<file path="config.mk">
export PLATFORM = sky130hd
export DESIGN_NAME = hazard_ctrl
export DESIGN_NICKNAME = d
export VERILOG_FILES = /design/src/rtl/hazard_pkg.sv /design/src/rtl/hazard_match.sv /design/src/rtl/hazard_ctrl.sv
export SDC_FILE = /design/constraint.sdc
export NUM_CORES = 1
export LEC_CHECK = 0
export BUFFER_PORTS_ARGS = -buffer_cell sky130_fd_sc_hd__buf_2
export CAP_MARGIN = 10
export CORE_UTILIZATION = 35
export CTS_CLUSTER_DIAMETER = 60
export CTS_CLUSTER_SIZE = 10
export DETAILED_ROUTE_END_ITERATION = 7
export GPL_ROUTABILITY_DRIVEN = 0
export HOLD_SLACK_MARGIN = 0.15
export SYNTH_ARGS = -nofsm -noshare
export SYNTH_HDL_FRONTEND = slang
export SYNTH_SLANG_ARGS = --single-unit
</file>
<file path="constraint.sdc">
create_clock -name clk -period 2.7 [get_ports clk]
set_input_delay 0.135 -clock clk [delete_from_list [all_inputs] [get_ports clk]]
set_output_delay 0.135 -clock clk [all_outputs]
set_load 0.01 [all_outputs]
</file>
<file path="src/rtl/hazard_pkg.sv">
// hazard_pkg: shared types and helpers for the hazard/forwarding controller.
// Scoreboard entries carry rd zero-extended to SB_RD_W bits.
package hazard_pkg;

    localparam int SB_RD_W = 8;
    localparam int FWD_RF  = 0;

    typedef struct packed {
        logic               valid;
        logic [SB_RD_W-1:0] rd;
        logic               is_load;
    } sb_entry_t;

    function automatic int sel_width(input int depth);
        return $clog2(depth + 1);
    endfunction

endpackage

</file>
<file path="src/rtl/hazard_match.sv">
// hazard_match: priority matcher for one source operand against the scoreboard.
// Youngest matching entry wins; reports forwarding select and load-use.
import hazard_pkg::*;

module hazard_match #(
    parameter int REG_ADDR_W = 5,
    parameter int FWD_DEPTH  = 2,
    parameter int LOAD_LAT   = 1,
    parameter int SEL_W      = sel_width(FWD_DEPTH)
) (
    input  logic                       used,
    input  logic [REG_ADDR_W-1:0]      rs,
    input  sb_entry_t [FWD_DEPTH-1:0]  sb,
    output logic                       hit,
    output logic [SEL_W-1:0]           sel,
    output logic                       load_use
);

    logic [SB_RD_W-1:0] rs_ext;

    assign rs_ext = SB_RD_W'(rs);

    // Walk oldest to youngest so the youngest match overwrites.
    always_comb begin
        hit      = 1'b0;
        sel      = SEL_W'(FWD_RF);
        load_use = 1'b0;
        for (int k = FWD_DEPTH - 1; k >= 0; k--) begin
            if (used && rs_ext != '0 && sb[k].valid && sb[k].rd == rs_ext) begin
                hit      = 1'b1;
                sel      = SEL_W'(k + 1);
                load_use = sb[k].is_load && (k < LOAD_LAT);
            end
        end
    end

endmodule

</file>
<file path="src/rtl/hazard_ctrl.sv">
// hazard_ctrl: scoreboard-based forwarding select, load-use interlock,
// branch flush and saturating stall/flush statistics.
import hazard_pkg::*;

module hazard_ctrl #(
    parameter int REG_ADDR_W = 5,
    parameter int FWD_DEPTH  = 2,
    parameter int LOAD_LAT   = 1,
    parameter int SEL_W      = sel_width(FWD_DEPTH),
    parameter int CNT_W      = 16
) (
    input  logic                  clk,
    input  logic                  reset,
    input  logic                  issue_valid,
    input  logic [REG_ADDR_W-1:0] issue_rs1,
    input  logic [REG_ADDR_W-1:0] issue_rs2,
    input  logic                  issue_rs1_used,
    input  logic                  issue_rs2_used,
    input  logic [REG_ADDR_W-1:0] issue_rd,
    input  logic                  issue_we,
    input  logic                  issue_is_load,
    input  logic                  branch_taken,
    output logic                  stall,
    output logic                  bubble,
    output logic                  flush,
    output logic [SEL_W-1:0]      fwd_sel_rs1,
    output logic [SEL_W-1:0]      fwd_sel_rs2,
    output logic [CNT_W-1:0]      stall_cnt,
    output logic [CNT_W-1:0]      flush_cnt
);

    sb_entry_t [FWD_DEPTH-1:0] sb_q, sb_d;
    logic [CNT_W-1:0]          stall_cnt_q, stall_cnt_d;
    logic [CNT_W-1:0]          flush_cnt_q, flush_cnt_d;

    logic             hit1, hit2;
    logic             lu1, lu2;
    logic             lu_hit;
    logic [SEL_W-1:0] sel1, sel2;

    hazard_match #(
        .REG_ADDR_W (REG_ADDR_W),
        .FWD_DEPTH  (FWD_DEPTH),
        .LOAD_LAT   (LOAD_LAT),
        .SEL_W      (SEL_W)
    ) u_match_rs1 (
        .used     (issue_rs1_used),
        .rs       (issue_rs1),
        .sb       (sb_q),
        .hit      (hit1),
        .sel      (sel1),
        .load_use (lu1)
    );

    hazard_match #(
        .REG_ADDR_W (REG_ADDR_W),
        .FWD_DEPTH  (FWD_DEPTH),
        .LOAD_LAT   (LOAD_LAT),
        .SEL_W      (SEL_W)
    ) u_match_rs2 (
        .used     (issue_rs2_used),
        .rs       (issue_rs2),
        .sb       (sb_q),
        .hit      (hit2),
        .sel      (sel2),
        .load_use (lu2)
    );

    // Flush outranks the interlock; reset masks every control output.
    always_comb begin
        lu_hit      = issue_valid && (lu1 || lu2);
        flush       = reset && branch_taken;
        stall       = reset && lu_hit && !branch_taken;
        bubble      = flush || stall;
        fwd_sel_rs1 = (hit1 && !lu_hit) ? sel1 : SEL_W'(FWD_RF);
        fwd_sel_rs2 = (hit2 && !lu_hit) ? sel2 : SEL_W'(FWD_RF);
    end

    always_comb begin
        sb_d[0].valid   = issue_valid && issue_we && (issue_rd != '0)
                          && !stall && !flush;
        sb_d[0].rd      = SB_RD_W'(issue_rd);
        sb_d[0].is_load = issue_is_load;
        for (int k = 1; k < FWD_DEPTH; k++) begin
            sb_d[k] = sb_q[k-1];
        end
        stall_cnt_d = stall_cnt_q + CNT_W'(stall && !(&stall_cnt_q));
        flush_cnt_d = flush_cnt_q + CNT_W'(flush && !(&flush_cnt_q));
    end

    always_ff @(posedge clk or negedge reset) begin
        if (!reset) begin
            sb_q        <= '0;
            stall_cnt_q <= '0;
            flush_cnt_q <= '0;
        end else begin
            sb_q        <= sb_d;
            stall_cnt_q <= stall_cnt_d;
            flush_cnt_q <= flush_cnt_d;
        end
    end

    assign stall_cnt = stall_cnt_q;
    assign flush_cnt = flush_cnt_q;

endmodule

</file>
==> results of run 1 <==
==> layer usage <==
metal / track usage, % / share of wire, %
met1: 21.65 / 47
met2: 24.57 / 46
met3: 3.793 / 4.7
met4: 6.545 / 1.7
met5: 0 / 0
==> worst max-delay path, delay by kind of cell, from the launching register on <==
family / cells / cell delay, ns
adder cells (fa/ha/maj): 2 / 0.44
flip-flops: 1 / 0.41
XOR/XNOR: 2 / 0.31
AND/OR/NAND/NOR: 7 / 1.25
==> final timing paths <==
path	startpoint	cells after the start	end	slack [ns]
setup / recovery	sb_d[13]	11	stall_cnt[14]	0.21
hold reg to reg	sb_d[19]	0	sb_q[19]	0.43
hold / removal	issue_we	4	sb_d[19]	0.17
min in group asynchronous	reset	2	sb_d[19]	0.19
max in group asynchronous	reset	3	stall_cnt[1]	1.78
setup reg to reg	sb_d[13]	11	stall_cnt[14]	0.21
==> cells in the final DEF (no fill, tap or decap), types with 2 or more instances in the layout <==
master and count:
nand3_1 14, nand4_1 7, nor4_1 4, xor2_1 20, and4_1 2, a21boi_0 2
o21ai_2 2, and3_1 2, ha_1 4, nand2_1 16, xnor2_1 28, clkbuf_8 6
nand4b_1 2, buf_4 2, dlygate4sd3_1 7, inv_1 3, buf_2 61, dfrtp_1 45
or4_4 2, nor3_2 2, nor3_1 5, a311oi_1 2, nor2_1 12
==> flip-flops by register name (all words and copies together), names as in the netlist <==
signal,cells
flush_cnt,16
sb_d,7
sb_q,6
stall_cnt,16
==> layout make-up <==
| type | count | area, um^2 |
|---|---|---|
| fillers | 578 | 2920 |
| clock inverters | 1 | 30.03 |
| inverters | 3 | 11.26 |
| multi-input cells | 135 | 953.4 |
| clock buffers | 7 | 86.33 |
| flip-flops and latches | 45 | 1126 |
| repair buffers | 70 | 390.4 |
| well taps | 72 | 90.09 |
==> kinds of logic (layout without fill, tap and decap cells) <==
| family | Yosys count | after routing |
|---|---|---|
| AO/OA/AOI/OAI | 9 | 9 |
| AND/OR/NAND/NOR | 73 | 73 |
| flip-flops | 45 | 45 |
| buffers and inverters | 4 | 81 |
| adder cells (fa/ha/maj) | 5 | 5 |
| XOR/XNOR | 48 | 48 |
==> what timing repair did <==
action | in CTS | in global routing
hold buffers | 7 | 0
resized for setup | 0 | 2
setup buffers | 0 | 1
hold endpoints to repair | 51 | 0
endpoints found under the setup margin | 0 | 2
==> power breakdown <==
group	total, mW	internal (mW)	switching (mW)
Clock	0.525	0.302	0.223
Combinational	0.202	0.0965	0.105
Sequential	0.792	0.726	0.0658
==> flow_summary.toml, run 1 <==
[setup_path]
worstPathMaxFanout = 5
endpoint_kind = "flip-flop"
critPathLaunchType = "flip-flop"
path_class = "flip-flop to flip-flop"
cp.arrival_ns = 2.72
cp_data_required_time_ns = 2.93
max_stage_delay_ns = 0.41
path_cells = "xnor2_1 > nand4_1 > nor3_2 > nor2_2 > nor4_1 > ha_2 > ha_1 > nand3_1 > nor2_1 > and3_1 > xor2_1"
cp_slowest_cell = "dfrtp_1"

[drt]
drt-initial-drc-count = 48
vias = 1601
wire_per_inst_um = 13.80
avgViaCountPerCell = 4.808
first_pass_iters = 4
drc = 0
routed_wl_mm = 4.596
drtAntennaViolNets = 0

[yosys]
yosysSeqAreaShare_pct = 53.99
synth_mux_area_share_pct = 0
synth_edf_count = 0
synth.avg_cell_area_um2 = 11.34
ys_warn_count = 0
yosysMostFrequentCell = "dfrtp_1"
yosysUniqueCellTypes = 27
synthXorXnorAreaFrac_pct = 20.16
synth_nets = 212
synthArstFlopShare_pct = 100.0
synth_top_area_cell = "dfrtp_1"
synth-adder-area-share_pct = 2.999
yosys.area_share.simple_pct = 18.90
synth_top_family_by_area = "XOR/XNOR gates"
synth_compound_area_share_pct = 3.239
syn_inst = 184
syn_area_um2 = 2086
ys.flop_type = "dfrtp_1"
synth_common_cells = "dfrtp_1 (45), xnor2_1 (28), xor2_1 (20)"
ys_ff_latch = 45
ys_top_cells_by_area = "dfrtp_1 (54%), xnor2_1 (12%), xor2_1 (8.4%)"
netlist.area_leader.share_pct = 53.99

[sta]
rsz0062_at_grt = "no"
period_share_pct = 92.11
fmax_mhz = 402.1
tns_ns = 0
min_period_ns = 2.487
tightest_slew_ns = 0.5144
worst_slack_ns = 0.2129
hold_violations = 0
timing.hold.ws_ns = 0.1729
maxSlewHeadroom_pct = 65.71
finClkSkew_ns = 0.002961
finalSetupViolations = 0
maxSlewViolCount = 0

[grt]
grtUsageTotal_pct = 16.03
grt_max_degree = 41
grt_pass1_wl_mm = 7.527
antenna_found_initial = 0
grt_overflow = 0
grt_pass1_vias = 1561

[placement]
dp_slack_ns = 0.1748
dp.cells = 317
post_dp_cell_area_um2 = 2485
place_hpwl_mm = 3.481
portBuffers = 61

[clocking]
tritoncts = "done"
clockRootBuffer = "clkbuf_8"
htreeDepth = 2
clockBufferDepth = 2
clk_pin_slew_worst_paths_ns = 0.08
numClockSinks = 45
clock_latency_ns = 0.30
numCtsBuffers = 5

[final_layout]
fin_cells = 333
final_util_pct = 47.93
final_nets = 288
fin_area_um2 = 2688
area_growth_pct = 28.85
diodes = 0
drive_above_1_share_pct = 30.27

[die]
io_pins = 62
rows = 27
coreArea_um2 = 5608
die_w_um = 79.20
initial_core_util_pct = 37.19
die_h_um = 79.20
die-area_um2 = 6272

[hold_path]
hold_class = "input port to flip-flop"

[pwr]
p_per_area_nw_per_um2 = 565.0
ir_worst_vdd_uv = 406.1
p_leak_nw = 1.327
p_total_mw = 1.518

[status]
status = "completed"

[flow_run]
maxCapViolCount = 0
(Power assumes the default switching activity.)
==> inputs of run 2 (changes only) <==
--- a/config.mk
+++ b/config.mk
@@ -7,6 +7,7 @@
 export LEC_CHECK = 0
 export BUFFER_PORTS_ARGS = -buffer_cell sky130_fd_sc_hd__buf_2
 export CAP_MARGIN = 10
+export CORE_MARGIN = 3
 export CORE_UTILIZATION = 35
 export CTS_CLUSTER_DIAMETER = 60
 export CTS_CLUSTER_SIZE = 10
==> run 2 against run 1 <==
  * Via count unchanged
  * Clock skew rose by 0.00099 ns
  * Core utilization fell by 0.69 points
  * Routed wire length is 0.94% higher
  * Largest power group unchanged
  * Die area grew 10%
  * Largest cell class unchanged
==> flow_summary.toml, run 2 (synthesized netlist as in run 1, its figures left out) <==
[final_layout]
final_common_cell = "buf_2"
mostFrequentLayoutCells = "buf_2 (61), dfrtp_1 (45), xnor2_1 (28)"
area_growth_pct = 27.77
final_nets = 288
diodes = 0
drive_above_1_share_pct = 30.27
n_fill_cell = 559
fin_cells = 333
final_util_pct = 47.24

[sta]
min_period_ns = 2.497
maxSlewHeadroom_pct = 75.07
worst_slack_ns = 0.2033
tns_ns = 0
finalSetupViolations = 0
rsz0062_at_grt = "no"
tightest_slew_ns = 0.3739
finClkSkew_ns = 0.003953
fmax_mhz = 400.5
hold_violations = 0
maxSlewViolCount = 0
period_share_pct = 92.47

[placement]
dp_slack_ns = 0.1356
portBuffers = 61
dp.cells = 318
place_hpwl_mm = 3.522

[die]
io_pins = 62
die_h_um = 83.20
coreArea_um2 = 5642
rows = 27
initial_core_util_pct = 36.97
die_w_um = 83.20
die-area_um2 = 6921

[setup_path]
cp.arrival_ns = 2.71
r2r-start = "sb_d[13]"
endpoint_kind = "flip-flop"
ff2ff_setup_slack_ns = 0.20
rr_endpoint = "stall_cnt[14]"
worstPathMaxFanout = 5
critPathLaunchType = "flip-flop"
cp_data_required_time_ns = 2.91
reg2reg_depth = 11
path_class = "flip-flop to flip-flop"

[pwr]
p_leak_nw = 1.315
p_per_area_nw_per_um2 = 519.6
p_total_mw = 1.385
ir_worst_vdd_uv = 377.8

[clocking]
clock_latency_ns = 0.28
numClockSinks = 45
clockBufferDepth = 2
numCtsBuffers = 5
cts_setup_buffers = 0
htreeDepth = 2
clk_pin_slew_worst_paths_ns = 0.08
tritoncts = "done"
clockRootBuffer = "clkbuf_8"

[flow_run]
maxCapViolCount = 0

[grt]
grt_overflow = 0
grtUsageTotal_pct = 13.98
grt_pass1_wl_mm = 7.831
antenna_found_initial = 0
grt_max_degree = 30
grt_pass1_vias = 1632

[drt]
vias = 1601
avgViaCountPerCell = 4.808
drc = 0
drtAntennaViolNets = 0
routed_wl_mm = 4.639
drt-initial-drc-count = 34
wire_per_inst_um = 13.93
first_pass_iters = 4

[hold_path]
worstHoldEndpoint = "sb_d[19]"
worstHoldStart = "issue_we"
hold_class = "input port to flip-flop"
holdPathStages = 4

[status]
status = "completed"
-- run 2: area by class of cell --
| class | instances | area, um^2 | share of cell area (%) |
|---|---|---|---|
| flip-flops and latches | 45 | 1126 | 42.25 |
| multi-input cells | 135 | 967.2 | 36.29 |
| repair buffers | 70 | 390.4 | 14.65 |
| well taps | 72 | 90.09 | 3.380 |
| clock buffers | 8 | 80.08 | 3.005 |
| inverters | 3 | 11.26 | 0.4225 |
-- run 2: critical path: stages, from the launching register on --
cell     delay (ns)
dfrtp_1        0.41
xnor2_1        0.18
nand4_1        0.18
nor3_4         0.27
nor2_2         0.10
nor4_1         0.30
ha_2           0.28
ha_1           0.16
nand3_1        0.10
nor2_2         0.14
and3_1         0.18
xor2_1         0.13
-- run 2: metrics by stage --
stage          hold slack [ns]  cell area [um^2]
2_1_floorplan          -0.1606              2086
3_3_place_gp            0.1530              2492
3_5_place_dp            0.1677              2492
4_1_cts                 0.1797              2643
5_1_grt                 0.1784              2665
6_report                0.1886              2665
-- run 2: worst max path at each step --
stage / startpoint / slack (ns) / cells past startpoint / to
4_1_cts: sb_d[13] / 0.14 / 10 / stall_cnt[12]
2_1_floorplan: sb_d[13] / 0.46 / 11 / stall_cnt[14]
6_report: sb_d[13] / 0.20 / 11 / stall_cnt[14]
3_3_place_gp: sb_d[13] / 0.18 / 11 / stall_cnt[14]
3_5_place_dp: sb_d[13] / 0.14 / 10 / stall_cnt[12]
5_1_grt: sb_d[13] / 0.01 / 11 / stall_cnt[14]
-- run 2: report_power, final --
group | total (mW) | internal (mW) | switching, mW
Sequential | 0.789 | 0.726 | 0.0634
Clock | 0.392 | 0.184 | 0.208
Combinational | 0.203 | 0.0967 | 0.106
Total | 1.38 | 1.01 | 0.378
-- run 2: timing repair --
action / CTS / global route
setup endpoints to repair: 0 / 2
hold endpoints to repair: 51 / 0
hold buffers: 7 / 0
resized for setup: 0 / 5
-- run 2: routing by layer --
metal  vias to the layer above  share of wire [%]  global-route usage (%)
met5                         -                  0                       0
met4                         0                1.6                   3.269
met3                         9                5.3                   3.571
met2                        39                 48                   22.67
met1                       763                 45                   18.81
li1                        790                  -                       -
